--- config.mk ---
export PLATFORM = sky130hd
export DESIGN_NAME = fetch_stage
export DESIGN_NICKNAME = d
export VERILOG_FILES = /design/src/rtl/fetch_stage.sv
export SDC_FILE = /design/constraint.sdc
export NUM_CORES = 1
export LEC_CHECK = 0
export BUFFER_PORTS_ARGS = -buffer_cell sky130_fd_sc_hd__buf_2
export CELL_PAD_IN_SITES_DETAIL_PLACEMENT = 1
export CELL_PAD_IN_SITES_GLOBAL_PLACEMENT = 1
export CORE_UTILIZATION = 37
export CTS_CLUSTER_SIZE = 20
export DETAILED_ROUTE_END_ITERATION = 8
export HOLD_SLACK_MARGIN = 0.05
export PLACE_DENSITY = 0.74
export SLEW_MARGIN = 20
export SYNTH_ARGS = -nofsm -noshare
export SYNTH_HDL_FRONTEND = slang
export SYNTH_SLANG_ARGS = --single-unit
--- constraint.sdc ---
create_clock -name clk -period 2.12 [get_ports clk]
set_clock_uncertainty 0.05 [all_clocks]
set_input_delay 0.424 -clock clk [delete_from_list [all_inputs] [get_ports clk]]
set_output_delay 0.424 -clock clk [all_outputs]
set_load 0.005 [all_outputs]
--- src/rtl/fetch_stage.sv ---
// fetch_stage -- single-issue instruction fetch with an IF/ID pipeline register.
//
// Keeps the PC and issues one request at a time to instruction memory.
// A decode stall either holds the IF/ID register, or parks a word that has
// just arrived in a one-entry buffer (HOLD). A redirect flushes IF/ID. If a
// request is still outstanding when the redirect arrives, the stage waits for
// that request to complete (DRAIN) and throws its data away before it
// refetches at the new target.
//
// Ports
//   clk, rst      rising-edge clock, synchronous active-high reset
//   imem_req      fetch request (never asserted while rst=1 or in HOLD)
//   imem_addr     word-aligned fetch address (the current pc)
//   imem_ready    imem_rdata is valid; completes the outstanding request
//   imem_rdata    fetched instruction word
//   stall         decode cannot accept; hold IF/ID
//   redirect      one-cycle pulse for a taken branch/jump
//   redirect_pc   redirect target (low two bits are forced to zero)
//   if_id_valid   IF/ID holds a live instruction
//   if_id_instr   IF/ID instruction word
//   if_id_pc4     address of the IF/ID instruction plus 4
//   opcode        if_id_instr[31:26]
//   misalign_err  sticky: some redirect target had nonzero low bits
module fetch_stage (
  input  logic        clk,
  input  logic        rst,
  output logic        imem_req,
  output logic [31:0] imem_addr,
  input  logic        imem_ready,
  input  logic [31:0] imem_rdata,
  input  logic        stall,
  input  logic        redirect,
  input  logic [31:0] redirect_pc,
  output logic        if_id_valid,
  output logic [31:0] if_id_instr,
  output logic [31:0] if_id_pc4,
  output logic [5:0]  opcode,
  output logic        misalign_err
);

  typedef enum logic [1:0] {FETCH, HOLD, DRAIN} state_t;

  state_t      state, state_n;
  logic [31:0] pc, pc_n;
  logic [31:0] buffer, buffer_n;
  logic [31:0] pending_pc, pending_n;
  logic        valid_n;
  logic [31:0] instr_n, pc4_n;
  logic        err_n;

  logic [31:0] pc_inc;
  logic [31:0] target;

  // pc + 4 wraps naturally in 32 bits
  assign pc_inc = pc + 32'd4;
  assign target = {redirect_pc[31:2], 2'b00};

  // imem_addr is always pc. In DRAIN, pc still holds the address of the
  // abandoned request, which keeps the address stable until it completes.
  assign imem_req  = !rst && (state != HOLD);
  assign imem_addr = pc;
  assign opcode    = if_id_instr[31:26];

  always_comb begin
    state_n   = state;
    pc_n      = pc;
    buffer_n  = buffer;
    pending_n = pending_pc;
    valid_n   = if_id_valid;
    instr_n   = if_id_instr;
    pc4_n     = if_id_pc4;
    err_n     = misalign_err | (redirect & (redirect_pc[1:0] != 2'b00));

    case (state)
      FETCH: begin
        if (redirect) begin
          valid_n = 1'b0;
          if (imem_ready) begin
            // request completes this cycle: drop its data, go to target now
            pc_n    = target;
            state_n = FETCH;
          end else begin
            // request still in flight: wait for it before refetching
            pending_n = target;
            state_n   = DRAIN;
          end
        end else if (imem_ready) begin
          if (stall) begin
            buffer_n = imem_rdata;
            state_n  = HOLD;
          end else begin
            instr_n = imem_rdata;
            pc4_n   = pc_inc;
            valid_n = 1'b1;
            pc_n    = pc_inc;
          end
        end else if (!stall) begin
          valid_n = 1'b0;
        end
      end

      HOLD: begin
        if (redirect) begin
          // buffered word is dropped simply by leaving HOLD without using it
          pc_n    = target;
          valid_n = 1'b0;
          state_n = FETCH;
        end else if (!stall) begin
          instr_n = buffer;
          pc4_n   = pc_inc;
          valid_n = 1'b1;
          pc_n    = pc_inc;
          state_n = FETCH;
        end
      end

      DRAIN: begin
        if (redirect) begin
          valid_n = 1'b0;
          if (imem_ready) begin
            // old request is gone this cycle; the newest target wins
            pc_n    = target;
            state_n = FETCH;
          end else begin
            pending_n = target;
          end
        end else if (imem_ready) begin
          pc_n    = pending_pc;
          state_n = FETCH;
        end
      end

      default: state_n = FETCH;
    endcase
  end

  always_ff @(posedge clk) begin
    if (rst) begin
      state        <= FETCH;
      pc           <= 32'd0;
      buffer       <= 32'd0;
      pending_pc   <= 32'd0;
      if_id_valid  <= 1'b0;
      if_id_instr  <= 32'd0;
      if_id_pc4    <= 32'd0;
      misalign_err <= 1'b0;
    end else begin
      state        <= state_n;
      pc           <= pc_n;
      buffer       <= buffer_n;
      pending_pc   <= pending_n;
      if_id_valid  <= valid_n;
      if_id_instr  <= instr_n;
      if_id_pc4    <= pc4_n;
      misalign_err <= err_n;
    end
  end

endmodule

==> Yosys cells after proc, flatten, opt, wreduce, memory -nomap -nowiden <==
Cells that the tools add are included.
{ "totals": {"register_bits": 162, "latchBits": 0, "mem_bits_rw": 0, "rom_bits": 0, "out_inout_bits": 105, "wordCells": 76, "memories": 0} }
{ "op_classes": {"n_addsub": 1, "multipliers": 0, "div": 0, "n_lt_le_gt_ge": 0, "n_eq_ne": 15, "n_shift": 0, "n_mux": 34, "bitwise": 4, "reduce_logical": 14} }
{ "op_table": {"columns": ["op", "n"], "rows": [
  ["2-to-1 mux 32 bit", 16],
  ["case mux 32 bit (2 select lines)", 2],
  ["case mux 32 bit (3 select lines)", 1],
  ["adder 32 x 3 -> 32 bit, second input constant", 1],
  ["2-to-1 mux 2 bit", 7],
  ["!= test 2 bit, second input constant", 7],
  ["!= test 3 bit, second input constant", 4],
  ["AND reduction 4 bit", 3],
  ["AND reduction 3 bit", 3],
  ["2-to-1 mux 1 bit", 6],
  ["case mux 2 bit (3 select lines)", 1],
  ["AND reduction 6 bit", 1],
  ["!= test 4 bit, second input constant", 1],
  ["nonzero test 2 bit", 2],
  ["case mux 1 bit (3 select lines)", 1],
  ["nonzero test 3 bit", 1],
  ["equality test 2 x 1 -> 1 bit, second input constant", 1],
  ["equality test 2 bit, second input constant", 1],
  ["zero test 2 bit", 1],
  ["!= test 2 x 1 -> 1 bit, second input constant", 1],
  ["inverter 1 bit", 2],
  ["OR reduction 2 bit", 1],
  ["bitwise AND 1 bit", 1],
  ["logical AND 1 bit", 1],
  ["other kinds (2)", 2]
]} }

==> Depth between registers and ports, before layout <==
{ "logic_depth": {"depth_word": 5, "mapped_depth": 9} }

==> Worst setup path after synthesis <==
OpenSTA, ideal clock, no wires.
{ "synth_timing": {"path_kind": "register to output", "startpoint": "register state[1]", "endpoint": "output port imem_req", "arrival_time_ns": 1.797, "t_required_ns": 1.646, "slack_ns": -0.151, "path_stages_with_launch": 7, "path_cell_list": "dfxtp_1 > inv_1 > ha_1 > clkbuf_1 > buf_1 > buf_1 > nor2_1"} }
{ "synth_via": {"elab_chain_len": 2} }
{ "synth_lines": {"columns": ["element", "line", "rtl"], "rows": [
  ["from (decl)", "43", "state_t state, state_n;"],
  ["from (signal assigned)", "148", "state <= state_n;"],
  ["!= test 2 x 1 -> 1 bit", "60", "assign imem_req = !rst && (state != HOLD);"],
  ["logical AND 1 bit", "60", null],
  ["to (decl)", "27", "output logic imem_req,"]
]} }
Every way passes these cells.

==> Worst setup path in the final report <==
{ "layout_timing": {"startpoint": "register state[1]", "endpoint": "register pc[31], in the netlist imem_addr[31]"} }
{ "layout_via": {"elab_chain_len": 3, "elab_cells_between_ends": 8, "cone_classes": "4 x eq/ne; 1 x mux; 3 x reduce/logical"} }
{ "layout_lines": {"columns": ["element", "line", "rtl"], "rows": [
  ["equality test 2 bit, or another cell as far along", "74", "case (state)"],
  ["!= test 3 bit (no source line) or nonzero test 3 bit (tied branches)", null, null],
  ["AND reduction 3 bit (no source line)", null, null],
  ["to (signal assigned)", "149", "pc <= pc_n;"],
  ["to (decl)", "44", "logic [31:0] pc, pc_n;"]
]} }
Parallel ways exist; a longest one is shown, timed or not.
A chain may end at the register's enable or synchronous reset.

==> reports/results.ini <==
[status]
status=finished, final reports clean

[synth]
avgSynthCellArea_um2=7.65
synthCells=1164
synth-seq-cells=162
ys_types=65
yosysWarningCount=0
synthesis.nets=1238
synthArstFlopShare_pct=0
synth_seq_area_share_pct=36.4
yosysTopAreaCell=dfxtp_1
yosys.area.top_type_share_pct=36.4
synth_area_leaders=dfxtp_1 36%, nand2_1 8.0%, a21oi_1 7.4%, mux2i_1 6.4%, o21ai_0 4.2%
syn_area_um2=8900
synth_edf_count=0
synthFlopType=dfxtp_1
synth_most_common_cell=nand2_1
netlist_top_cells_count=189 x nand2_1, 162 x dfxtp_1, 132 x a21oi_1, 94 x clkbuf_1, 91 x nor2_1

[timing]
relSlewSlack_pct=65.6
fmax_mhz=475
rsz0062_at_grt=true
setup_viol=0
slew_violations=0
fin_crit_ns=2.10
post-route-period-util_pct=99.3
finalHoldViolations=0
worst_slew_pin_slew_ns=0.514
hold_ws_ns=0.161

[drt]
vias=9764
initialDrtViolationCount=677
postRouteWirelength_mm=35.3
viasPerCell=5.76
antenna_left=0
dr.pass1.iters=5
route.detailed.drc=0
wire_per_inst_um=20.8

[power]
switchingPower_uw=2890
swShare_pct=33.7
powerDensity_nw_per_um2=739
p_leak_uw=0.00456
seqPwrFrac_pct=39.7
ir_drop_mv=0.512
power.internal_uw=5690
combPwrFrac_pct=23.5
p_clk_share_pct=36.8

[die]
io_pins=174
fp.dieH_um=157
die_area_um2=24700
rows=56
core_um2=23500
start_util_pct=37.8
die_w_um=157

[layout]
final-seq-area_um2=3260
area_delta_synth_final_pct=30.5
fill_cells=2941
multi_input_comb_area_um2=5270
nets=1436
final_cells=1694
diodes=0
drive_above_1_share_pct=29.4

[placement]
routabilityCongestion=0.903
placedCellCount=1654
portBuffers=173
detailed_place_hpwl_mm=24.7

[critical_path]
crit_start=state[1]
reg2reg_depth=8
endpoint=imem_addr[31]
reg2reg_to=imem_addr[31]
critPathLaunchType=flop
worstPathArrival_ns=2.37
endpoint_kind=flop
critical_path_class=reg -> reg
r2r_setup_slack_ns=0.02
r2r-start=state[1]
crit_fanout=12
critPathRequiredTime_ns=2.38

[clocking]
clock_path_buffers=2
postCtsHoldBufs=0
root_buffer=clkbuf_16
cts_tree=built
cts.sinks=162
clkTransAtPathRegs_ns=0.08
insertion_delay_ns=0.45
htree_levels=4
cts_buffers=17

[job]
maxCapViolations=0

[grt]
gr-total-overflow=0
grt_pass1_vias=9314
grt_pass1_wl_mm=53.4
grt_usage_pct=28.2
grt_antenna_before_repair=0
grt_max_degree=62

[worst_hold_path]
hold_class=in -> reg

==> kinds of logic after synthesis <==
logic type | synth area share [%]
buffers and inverters | 6.18
multiplexers | 7.68
AND/OR/NAND/NOR | 21.1
flip-flops | 36.4
AO/OA/AOI/OAI | 24.9
adder cells (fa/ha/maj) | 0.703
XOR/XNOR | 2.95
==> final cells by class <==
cell class,instances,share of cell area (%)
multi-input combinational,868,45.3
clock inverter,14,1.33
tap,319,3.44
inverter,9,0.291
sequential,162,28.1
clock buffer,18,3.78
timing repair buffer,304,17.7
==> layer usage <==
metal / share of wire (%) / up-vias / GRT usage (%) / wire [um]
met2: 44 / 359 / 42.3 / 15600
met4: 2.0 / 0 / 7.86 / 704
met3: 6.9 / 56 / 5.75 / 2440
li1: - / 4564 / - / -
met1: 47 / 4785 / 40.7 / 16600
met5: 0 / - / 0 / 0
==> flip-flops by register name, summed over array words and instances (netlist names) <==
name,cells
buffer,32
if_id_instr,32
if_id_pc4,32
if_id_valid,1
imem_addr,32
misalign_err,1
pending_pc,30
state,2
==> layout by cell type (no fill, tap or decap), types with 5 or more instances in the layout <==
cell type	n
nand2_1	188
buf_2	172
dfxtp_1	151
a21oi_1	131
buf_4	117
nor2_1	88
o21ai_0	70
mux2i_1	56
a211oi_1	46
nand3_1	31
clkbuf_16	19
nor3_1	17
xnor2_1	17
o211ai_1	13
xor2_1	13
nand4_1	11
a31oi_1	11
buf_12	11
mux2_2	10
a22oi_1	10
and3_1	8
inv_1	8
nor2b_1	8
dfxtp_2	8
a32o_1	7
o22ai_1	7
or2_2	6
o31ai_1	6
a221o_1	5
o21ai_1	5
or4_1	5
o2bb2ai_1	5
==> power by group through the flow <==
stage                     Combinational, uW  Sequential, uW  Clock, uW
final                                  2020            3410       3160
after global routing                   2170            3430       3330
after CTS                              1920            3400       3210
after detailed placement               1870            3470          0
after floorplan                        1060            3430          0
after global placement                 1830            3460          0
==> per-stage QoR <==
step                utilization [%]  power (uW)  setup slack (ns)  TNS [ns]  cell area (um^2)
CTS                            48.5        8530          -0.00434  -0.00812             11400
global route                   49.3        8930           -0.0442    -0.114             11600
floorplan                         -        4490           -0.0573   -0.0675              8990
global placement               45.6        5280           0.00265         0             10700
finish                         49.3        8580            0.0153         0             11600
detailed placement             45.6        5340           -0.0621    -0.378             10700
==> critical path, cell delays in order, from the launching register on <==
cell and delay [ns]:
dfxtp_2 0.35, inv_1 0.08, ha_4 0.31, or2_4 0.28, buf_4 0.16, a32o_1 0.20
a221o_1 0.29, o21ai_1 0.13, a311oi_2 0.12
==> what timing repair did <==
| action | in CTS | in global routing |
|---|---|---|
| hold endpoints to repair | 0 | 0 |
| endpoints found under the setup margin | 33 | 57 |
| resized for setup | 13 | 32 |
| pin swaps | 3 | 3 |
| cloned | 1 | 2 |
| buffers inserted | 0 | 5 |
==> worst min-delay path by stage <==
stage | cells past startpoint | slack, ns | from | to
floorplan | 2 | 0.39 | buffer[0] | buffer[0]
global placement | 2 | 0.38 | misalign_err | misalign_err
detailed placement | 2 | 0.39 | if_id_pc4[1] | if_id_pc4[1]
CTS | 3 | 0.16 | imem_rdata[24] | buffer[24]
global route | 3 | 0.16 | imem_rdata[25] | buffer[25]
finish | 3 | 0.16 | imem_rdata[24] | buffer[24]
Power figures use the tool's default switching activity.
